`config.mk`:
```
export PLATFORM = sky130hd
export DESIGN_NAME = led_share_arb
export DESIGN_NICKNAME = d
export VERILOG_FILES = /design/src/rtl/led_share_arb_pkg.sv /design/src/rtl/led_share_arb_rr_pick.sv /design/src/rtl/led_share_arb.sv
export SDC_FILE = /design/constraint.sdc
export NUM_CORES = 1
export LEC_CHECK = 0
export CORE_MARGIN = 5
export CORE_UTILIZATION = 41
export DETAILED_ROUTE_END_ITERATION = 10
export PLACE_DENSITY = 0.66
export SETUP_SLACK_MARGIN = 0.5
export SLEW_MARGIN = 10
export SYNTH_ARGS = -nofsm -noshare
export SYNTH_HDL_FRONTEND = slang
export SYNTH_HIERARCHICAL = 1
export SYNTH_SLANG_ARGS = --single-unit
```
`constraint.sdc`:
```
create_clock -name clk -period 3.85 [get_ports clk]
set_clock_uncertainty 0.15 [all_clocks]
set_input_delay 0.77 -clock clk [delete_from_list [all_inputs] [get_ports clk]]
set_output_delay 0.77 -clock clk [all_outputs]
set_load 0.01 [all_outputs]
```
`src/rtl/led_share_arb_pkg.sv`:
```
// Shared state encoding, default widths and index helpers for the LED-bank arbiter.
package led_share_arb_pkg;

  typedef enum logic [1:0] {
    ST_IDLE = 2'd0,
    ST_HOLD = 2'd1,
    ST_GAP  = 2'd2
  } state_t;

  localparam int LED_W_DEF = 4;

  function automatic int idx_width(input int n);
    return (n > 1) ? $clog2(n) : 1;
  endfunction

endpackage

```
`src/rtl/led_share_arb_rr_pick.sv`:
```
// Combinational round-robin picker: first requester after 'last', wrapping,
// with 'last' itself considered only when nobody else is asking.
module rr_pick
  import led_share_arb_pkg::*;
#(
  parameter int NREQ  = 4,
  parameter int IDX_W = idx_width(NREQ)
) (
  input  logic [NREQ-1:0]  req,
  input  logic [IDX_W-1:0] last,
  output logic [IDX_W-1:0] win_idx,
  output logic             win_valid
);

  logic [IDX_W-1:0] cand_s;

  // Scan from the farthest candidate to the nearest so the nearest requester overwrites the rest.
  always_comb begin
    win_idx   = '0;
    win_valid = 1'b0;
    cand_s    = '0;
    for (int k = NREQ; k >= 1; k--) begin
      cand_s    = IDX_W'((int'(last) + k) % NREQ);
      win_idx   = req[cand_s] ? cand_s : win_idx;
      win_valid = win_valid | req[cand_s];
    end
  end

endmodule

```
`src/rtl/led_share_arb.sv`:
```
// Round-robin owner of the LED bank: grant, follow the owner's pattern for a
// hold window, blank for a gap, then re-arbitrate.
module led_share_arb
  import led_share_arb_pkg::*;
#(
  parameter int              NREQ     = 4,
  parameter int              LED_W    = LED_W_DEF,
  parameter int              CNT_W    = 27,
  parameter logic [CNT_W-1:0] HOLD_MAX = 27'd49_999_999,
  parameter logic [CNT_W-1:0] GAP_MAX  = 27'd4_999_999
) (
  input  logic                  clk,
  input  logic                  rst,
  input  logic [NREQ-1:0]       req,
  input  logic [NREQ*LED_W-1:0] pat,
  output logic [LED_W-1:0]      led,
  output logic [NREQ-1:0]       gnt,
  output logic                  busy
);

  localparam int               IDX_W    = idx_width(NREQ);
  localparam logic [CNT_W-1:0] CNT_ONE  = {{(CNT_W-1){1'b0}}, 1'b1};
  localparam logic [IDX_W-1:0] LAST_RST = IDX_W'(NREQ - 1);
  localparam logic [NREQ-1:0]  GNT_ONE  = {{(NREQ-1){1'b0}}, 1'b1};

  state_t           state_q, state_d;
  logic [CNT_W-1:0] cnt_q, cnt_d;
  logic [IDX_W-1:0] last_q, last_d;
  logic [LED_W-1:0] led_q, led_d;
  logic [NREQ-1:0]  gnt_q, gnt_d;
  logic             busy_q, busy_d;

  logic [LED_W-1:0] pat_arr [NREQ];
  logic [IDX_W-1:0] win_idx;
  logic             win_valid;

  rr_pick #(
    .NREQ  (NREQ),
    .IDX_W (IDX_W)
  ) u_pick (
    .req       (req),
    .last      (last_q),
    .win_idx   (win_idx),
    .win_valid (win_valid)
  );

  // Unpack the flat pattern bus into one slot per source.
  always_comb begin
    for (int i = 0; i < NREQ; i++) begin
      pat_arr[i] = pat[i*LED_W +: LED_W];
    end
  end

  // Next-state and next-output logic; last_q doubles as the current owner while in HOLD.
  always_comb begin
    state_d = state_q;
    cnt_d   = cnt_q;
    last_d  = last_q;
    led_d   = led_q;
    gnt_d   = gnt_q;
    busy_d  = busy_q;
    case (state_q)
      ST_IDLE: begin
        if (win_valid) begin
          state_d = ST_HOLD;
          cnt_d   = '0;
          last_d  = win_idx;
          led_d   = pat_arr[win_idx];
          gnt_d   = GNT_ONE << win_idx;
          busy_d  = 1'b1;
        end else begin
          state_d = ST_IDLE;
          cnt_d   = '0;
          led_d   = '0;
          gnt_d   = '0;
          busy_d  = 1'b0;
        end
      end
      ST_HOLD: begin
        // A dropped request ends the window even on its final cycle.
        if (!req[last_q] || (cnt_q == HOLD_MAX)) begin
          state_d = ST_GAP;
          cnt_d   = '0;
          led_d   = '0;
          gnt_d   = '0;
          busy_d  = 1'b1;
        end else begin
          state_d = ST_HOLD;
          cnt_d   = cnt_q + CNT_ONE;
          led_d   = pat_arr[last_q];
        end
      end
      ST_GAP: begin
        if (cnt_q == GAP_MAX) begin
          state_d = ST_IDLE;
          cnt_d   = '0;
          led_d   = '0;
          gnt_d   = '0;
          busy_d  = 1'b0;
        end else begin
          state_d = ST_GAP;
          cnt_d   = cnt_q + CNT_ONE;
        end
      end
      default: begin
        state_d = ST_IDLE;
        cnt_d   = '0;
        last_d  = LAST_RST;
        led_d   = '0;
        gnt_d   = '0;
        busy_d  = 1'b0;
      end
    endcase
  end

  // State and output registers with synchronous active-low reset.
  always_ff @(posedge clk) begin
    if (!rst) begin
      state_q <= ST_IDLE;
      cnt_q   <= '0;
      last_q  <= LAST_RST;
      led_q   <= '0;
      gnt_q   <= '0;
      busy_q  <= 1'b0;
    end else begin
      state_q <= state_d;
      cnt_q   <= cnt_d;
      last_q  <= last_d;
      led_q   <= led_d;
      gnt_q   <= gnt_d;
      busy_q  <= busy_d;
    end
  end

  assign led  = led_q;
  assign gnt  = gnt_q;
  assign busy = busy_q;

endmodule

```
**Yosys cells after proc, flatten, opt, wreduce, memory -nomap -nowiden**

Cells that the tools add are included.

- Register bits: 40
- Bits in latches: 0
- Memory bits (writable): 0
- Bits in read-only memories: 0
- Bits of input ports: 22
- Memories kept: 0

- $add $sub $neg: 5
- Multipliers: 0
- Div/mod/pow operators: 0
- $lt $le $gt $ge: 7
- Equality and inequality tests: 7
- Shifts and indexed selects: 1
- Muxes and demuxes: 40
- Bitwise operators: 6
- Reduce and logical (&&, ||, !) cells: 6

Operators with widths:

| operator | count |
|---|---|
| two-way mux 27 bit | 2 |
| case mux 27 bit (2 select lines) | 1 |
| two-way mux 4 bit | 9 |
| adder 27 x 1 -> 27 bit (second input constant) | 1 |
| == test 27 x 23 -> 1 bit (second input constant) | 1 |
| == test 27 x 26 -> 1 bit (second input constant) | 1 |
| case mux 4 bit (3 select lines) | 2 |
| binary-select mux 4 bit (select 2 bit) | 2 |
| < comparator 2 x 3 -> 1 bit (second input constant) | 5 |
| two-way mux 2 bit | 7 |
| binary-select mux 1 bit (select 2 bit) | 5 |
| two-way mux 1 bit | 9 |
| >= comparator 3 bit (second input constant) | 2 |
| inverter 2 -> 3 bit | 2 |
| case mux 2 bit (3 select lines) | 1 |
| adder 2 x 1 -> 2 bit (second input constant) | 2 |
| adder 2 bit (second input constant) | 2 |
| != test 2 bit (second input constant) | 2 |
| case mux 2 bit (2 select lines) | 1 |
| AND reduction 2 bit | 2 |
| << shifter 1 x 2 -> 4 bit (first input constant) | 1 |
| bitwise OR 1 bit | 3 |
| case mux 1 bit (3 select lines) | 1 |
| == test 2 x 1 -> 1 bit (second input constant) | 1 |
| 7 further kinds | 7 |

**Depth between registers and ports, before layout**

- Word-level depth: 13
- Depth in mapped cells: 7
- Mapped depth without buffers: 6

**Cells and area by module**

Netlist, hierarchy kept.

Modules (own cells, without submodules):

| module | instances | cells an instance | area an instance (sq um) | sequential area each (sq um) |
|---|---|---|---|---|
| led_share_arb | 1 | 225 | 2,163.3 | 800.8 |
| rr_pick | 1 | 14 | 91.3 | 0.0 |

**Least setup slack after synthesis**

No wires, ideal clock.

- Path kind: in2reg
- Start: in req[2]
- End: reg led_q[0] (netlist: led[0])
- Setup time: 0.117 ns
- Data arrival time: 2.439 ns
- Slack: 1.145 ns
- Stages on the path: 7
- Buffers on the path: 1
- Cell sequence: and2b_1 -> a21oi_2 -> o221ai_2 -> clkbuf_1 -> mux4_2 -> a22o_1 -> a22o_1

- Cells in the longest elaborated chain, start to end: 12
- Elaborated cells between the ends (all ways): 26
- Those cells by class: 20 x mux; 4 x bitwise; 2 x reduce/logical

Ends and longest elaborated chain:

| item | line | text |
|---|---|---|
| from (decl) | led_share_arb.sv:14 | `input logic [NREQ-1:0] req,` |
| binary-select mux 1 bit (select 2 bit) | led_share_arb_rr_pick.sv:24 | `win_idx = req[cand_s] ? cand_s : win_idx;` |
| two-way mux 1 bit (not written as such) | led_share_arb_rr_pick.sv:24 |  |
| two-way mux 2 bit (3 in a row) | led_share_arb_rr_pick.sv:24 |  |
| two-way mux 2 bit (*) | led_share_arb_rr_pick.sv:24 |  |
| named net win_idx[0] | led_share_arb.sv:34 | `logic [IDX_W-1:0] win_idx;` |
| inverter 2 -> 3 bit (not written as such) (*) | led_share_arb.sv:68 | `led_d = pat_arr[win_idx];` |
| binary-select mux 4 bit (select 2 bit) (*) | led_share_arb.sv:68 |  |
| two-way mux 4 bit (not written as such) (*) (2 in a row) | led_share_arb.sv:68 |  |
| two-way mux 4 bit (*) | led_share_arb.sv:64 | `if (win_valid) begin` |
| case mux 4 bit (3 select lines) (*) | led_share_arb.sv:62 | `case (state_q)` |
| to (signal assigned) | led_share_arb.sv:129 | `led_q <= led_d;` |
| to (decl) | led_share_arb.sv:29 | `logic [LED_W-1:0] led_q, led_d;` |

The timed path passes the listed nets; every way through them passes the cells marked *. The select of a mux whose other input is x is not followed.
A chain may end at the register's enable or synchronous reset.

**Worst setup path after layout**

- Start: in req[3]
- End: reg led_q[1] (netlist: led[1])

Same word-level chain as after synthesis.

==> results.ini <==
[floorplan]
design.core.area_sq_um=5439
fp.dieH_microns=84.16
dieWidth_microns=84.16
num_rows=27
initial_core_util_pct=41.45
io_pins=31
dieArea_sq_um=7082

[synthesis]
synth_warnings=6
post_synth_num_cell_types=45
seq_area_frac_synth_pct=35.52
syn_nets=266
syn_inst=239
syn-mean-instance-area_sq_um=9.434
syn_area_sq_um=2255
ys_ff_latch=40
synth-edff-count=0
synthFlopType=dfxtp_1
async_flop_share_pct=0

[clock_tree]
clk_latency_ns=0.29
path_clk_slew_ns=0.07
cts-htree-levels=2
cts_resized=0
cts_buffer_depth=2
cts-root-buf=clkbuf_8
cts_sinks=40
postCtsSetupBuffers=0
cts_buffers=5
cts_tree=done
cts_hold_buf=0

[run]
maxCapViolations=0

[routing]
wl_per_cell_microns=13.85
drc=0
vias_per_cell=5.270
first_iter_violations=114
wl_microns=4666
first_pass_iters=4
antenna_left=0
via_count=1776

[setup_path]
critPathLaunchType=primary input
crit_type=primary input to register
cp_max_fo=9
crit_path_end_kind=register
cp.required_ns=3.89
cp.arrival_ns=3.01

[sta]
finalCritPeriodShare_pct=77.16
rsz0062_at_grt=no
worstMarginPinSlew_ns=0.7893
max_freq_ghz=0.3366
fin_setup_tns_ns=0
setup-violations-final=0
hold_violations=0
min_period_ns=2.971
max_slew_margin_pct=47.38
drv_slew=0
whs_ns=0.3108

[finish]
diodes=0
drive_above_1_share_pct=9.434
nNetsFinal=291
seq_area_sq_um=800.8
fillers=506
syn_to_final_growth_pct=18.26
multi_input_area_sq_um=1338

[global_route]
grt_start_max_net_pins=27
grt_first_pass_wirelength_microns=8038
grt_pass1_vias=1643
antenna_found_initial=0
overflow=0
grt_use_total_pct=13.74

[placed_design]
place.port_buffers=30
dpl.hpwl_microns=3426
gp_congestion=0.8045

[power]
max-vdd-ir-drop_v=0.0002431
leakage_nw=0.8615
powerDensity_nw_per_um2=424.7

[run_status]
outcome=finished, final reports clean

[hold_path]
hp-class=register to register

## per-layer routing
layer  vias up  part of all wire (%)  track usage (%)
met2        21                    47            21.66
met5         -                     0                0
met3         6                   2.5            3.337
li1        905                     -                -
met4         0                   1.4            4.825
met1       844                    49            18.35
## synthesized netlist by cell type (5+ instances only)
cell     count  area share, %
dfxtp_1     40             36
nor2_1      34            5.7
nand2_1     18            3.0
xnor2_1     17            6.6
nor4_1      11            3.1
mux4_2       9            9.0
a22o_1       8            3.1
inv_1        8            1.3
nand3_1      8            1.8
xor2_1       8            3.1
nand4_1      7            1.9
a21oi_1      6            1.3
and2_1       5            1.4
buf_6        5            2.5
ha_1         5            2.8
mux2i_1      5            2.2
nor3_1       5            1.1
## path summary, 6_finish.rpt
kind | to | slack, ns | cells after the start | startpoint
min | busy | 0.31 | 2 | busy
max | led[1] | 0.88 | 7 | req[3]
min reg2reg | busy | 0.31 | 2 | busy
max reg2reg | led[1] | 1.27 | 6 | last_q[1]
## area by class of cell
class                           instances  share of cell area, %
Multi-Input combinational cell        179                  50.16
Clock buffer                            6                  2.722
Clock inverter                          2                  1.314
Inverter                                8                  1.126
Timing Repair Buffer                   30                  11.26
Tap cell                               72                  3.379
Sequential cell                        40                  30.03
## per-stage QoR
| step | util, % | instance area, sq um | cells | worst slack [ns] | total power, W |
|---|---|---|---|---|---|
| final | 49.02 | 2666 | 337 | 0.8794 | 0.001132 |
| after global routing | 49.02 | 2666 | 337 | 0.7194 | 0.001196 |
| after CTS | 49.02 | 2666 | 337 | 0.8553 | 0.001145 |
| after detailed placement | 47.04 | 2559 | 329 | 0.5623 | 0.0008090 |
| after global placement | 47.04 | 2559 | 329 | 0.6395 | 0.0008014 |
| after floorplan | - | 2255 | 239 | 1.145 | 0.0007162 |
## placed cells by master (no fill, tap or decap), types with 2 or more instances in the layout
master           Yosys  routed
and2_1               5       5
and3_1               2       2
nand4b_1             2       2
mux2i_1              5       5
nor4_1              11      11
ha_1                 5       5
nand3_1              8       8
nor3_1               5       5
nand2_1             18      18
clkdlybuf4s50_1      0      30
clkbuf_8             0       5
nor2_1              34      34
and4_1               2       2
xor2_1               8       8
a21oi_1              6       6
nand2b_1             4       4
nand4_1              7       7
a22o_1               8       8
xnor2_1             17      17
mux4_2               9       9
o32ai_1              2       2
o21ai_0              2       2
inv_1                8       8
dfxtp_1             40      40
## cells by family after synthesis
group	share of synthesized area, %
and+or+nand+nor	26.42
DFF	35.52
AOI/OAI and AO/OA	9.213
xor gates and xnor gates	9.711
buffers and inverters	5.160
muxes	11.21
adders and majority gates	2.775
## state kept, by name, indices dropped and copies added, names as in the netlist
register  cells
last_q        2
state_q       2
busy          1
led           4
cnt_q        27
gnt           4
## worst max-delay path, cell delays in order
cell,delay [ns]
clkdlybuf4s50_1,0.53
and2b_1,0.18
a21oi_2,0.04
o221ai_2,0.47
mux4_2,0.58
a22o_1,0.25
a22o_1,0.19
## report_power, final
group	switching (W)	internal [W]
Sequential	0.0000367	0.000445
Clock	0.000143	0.000192
Combinational	0.000142	0.000173
Total	0.000322	0.000811
Power figures use the tool's default switching activity.
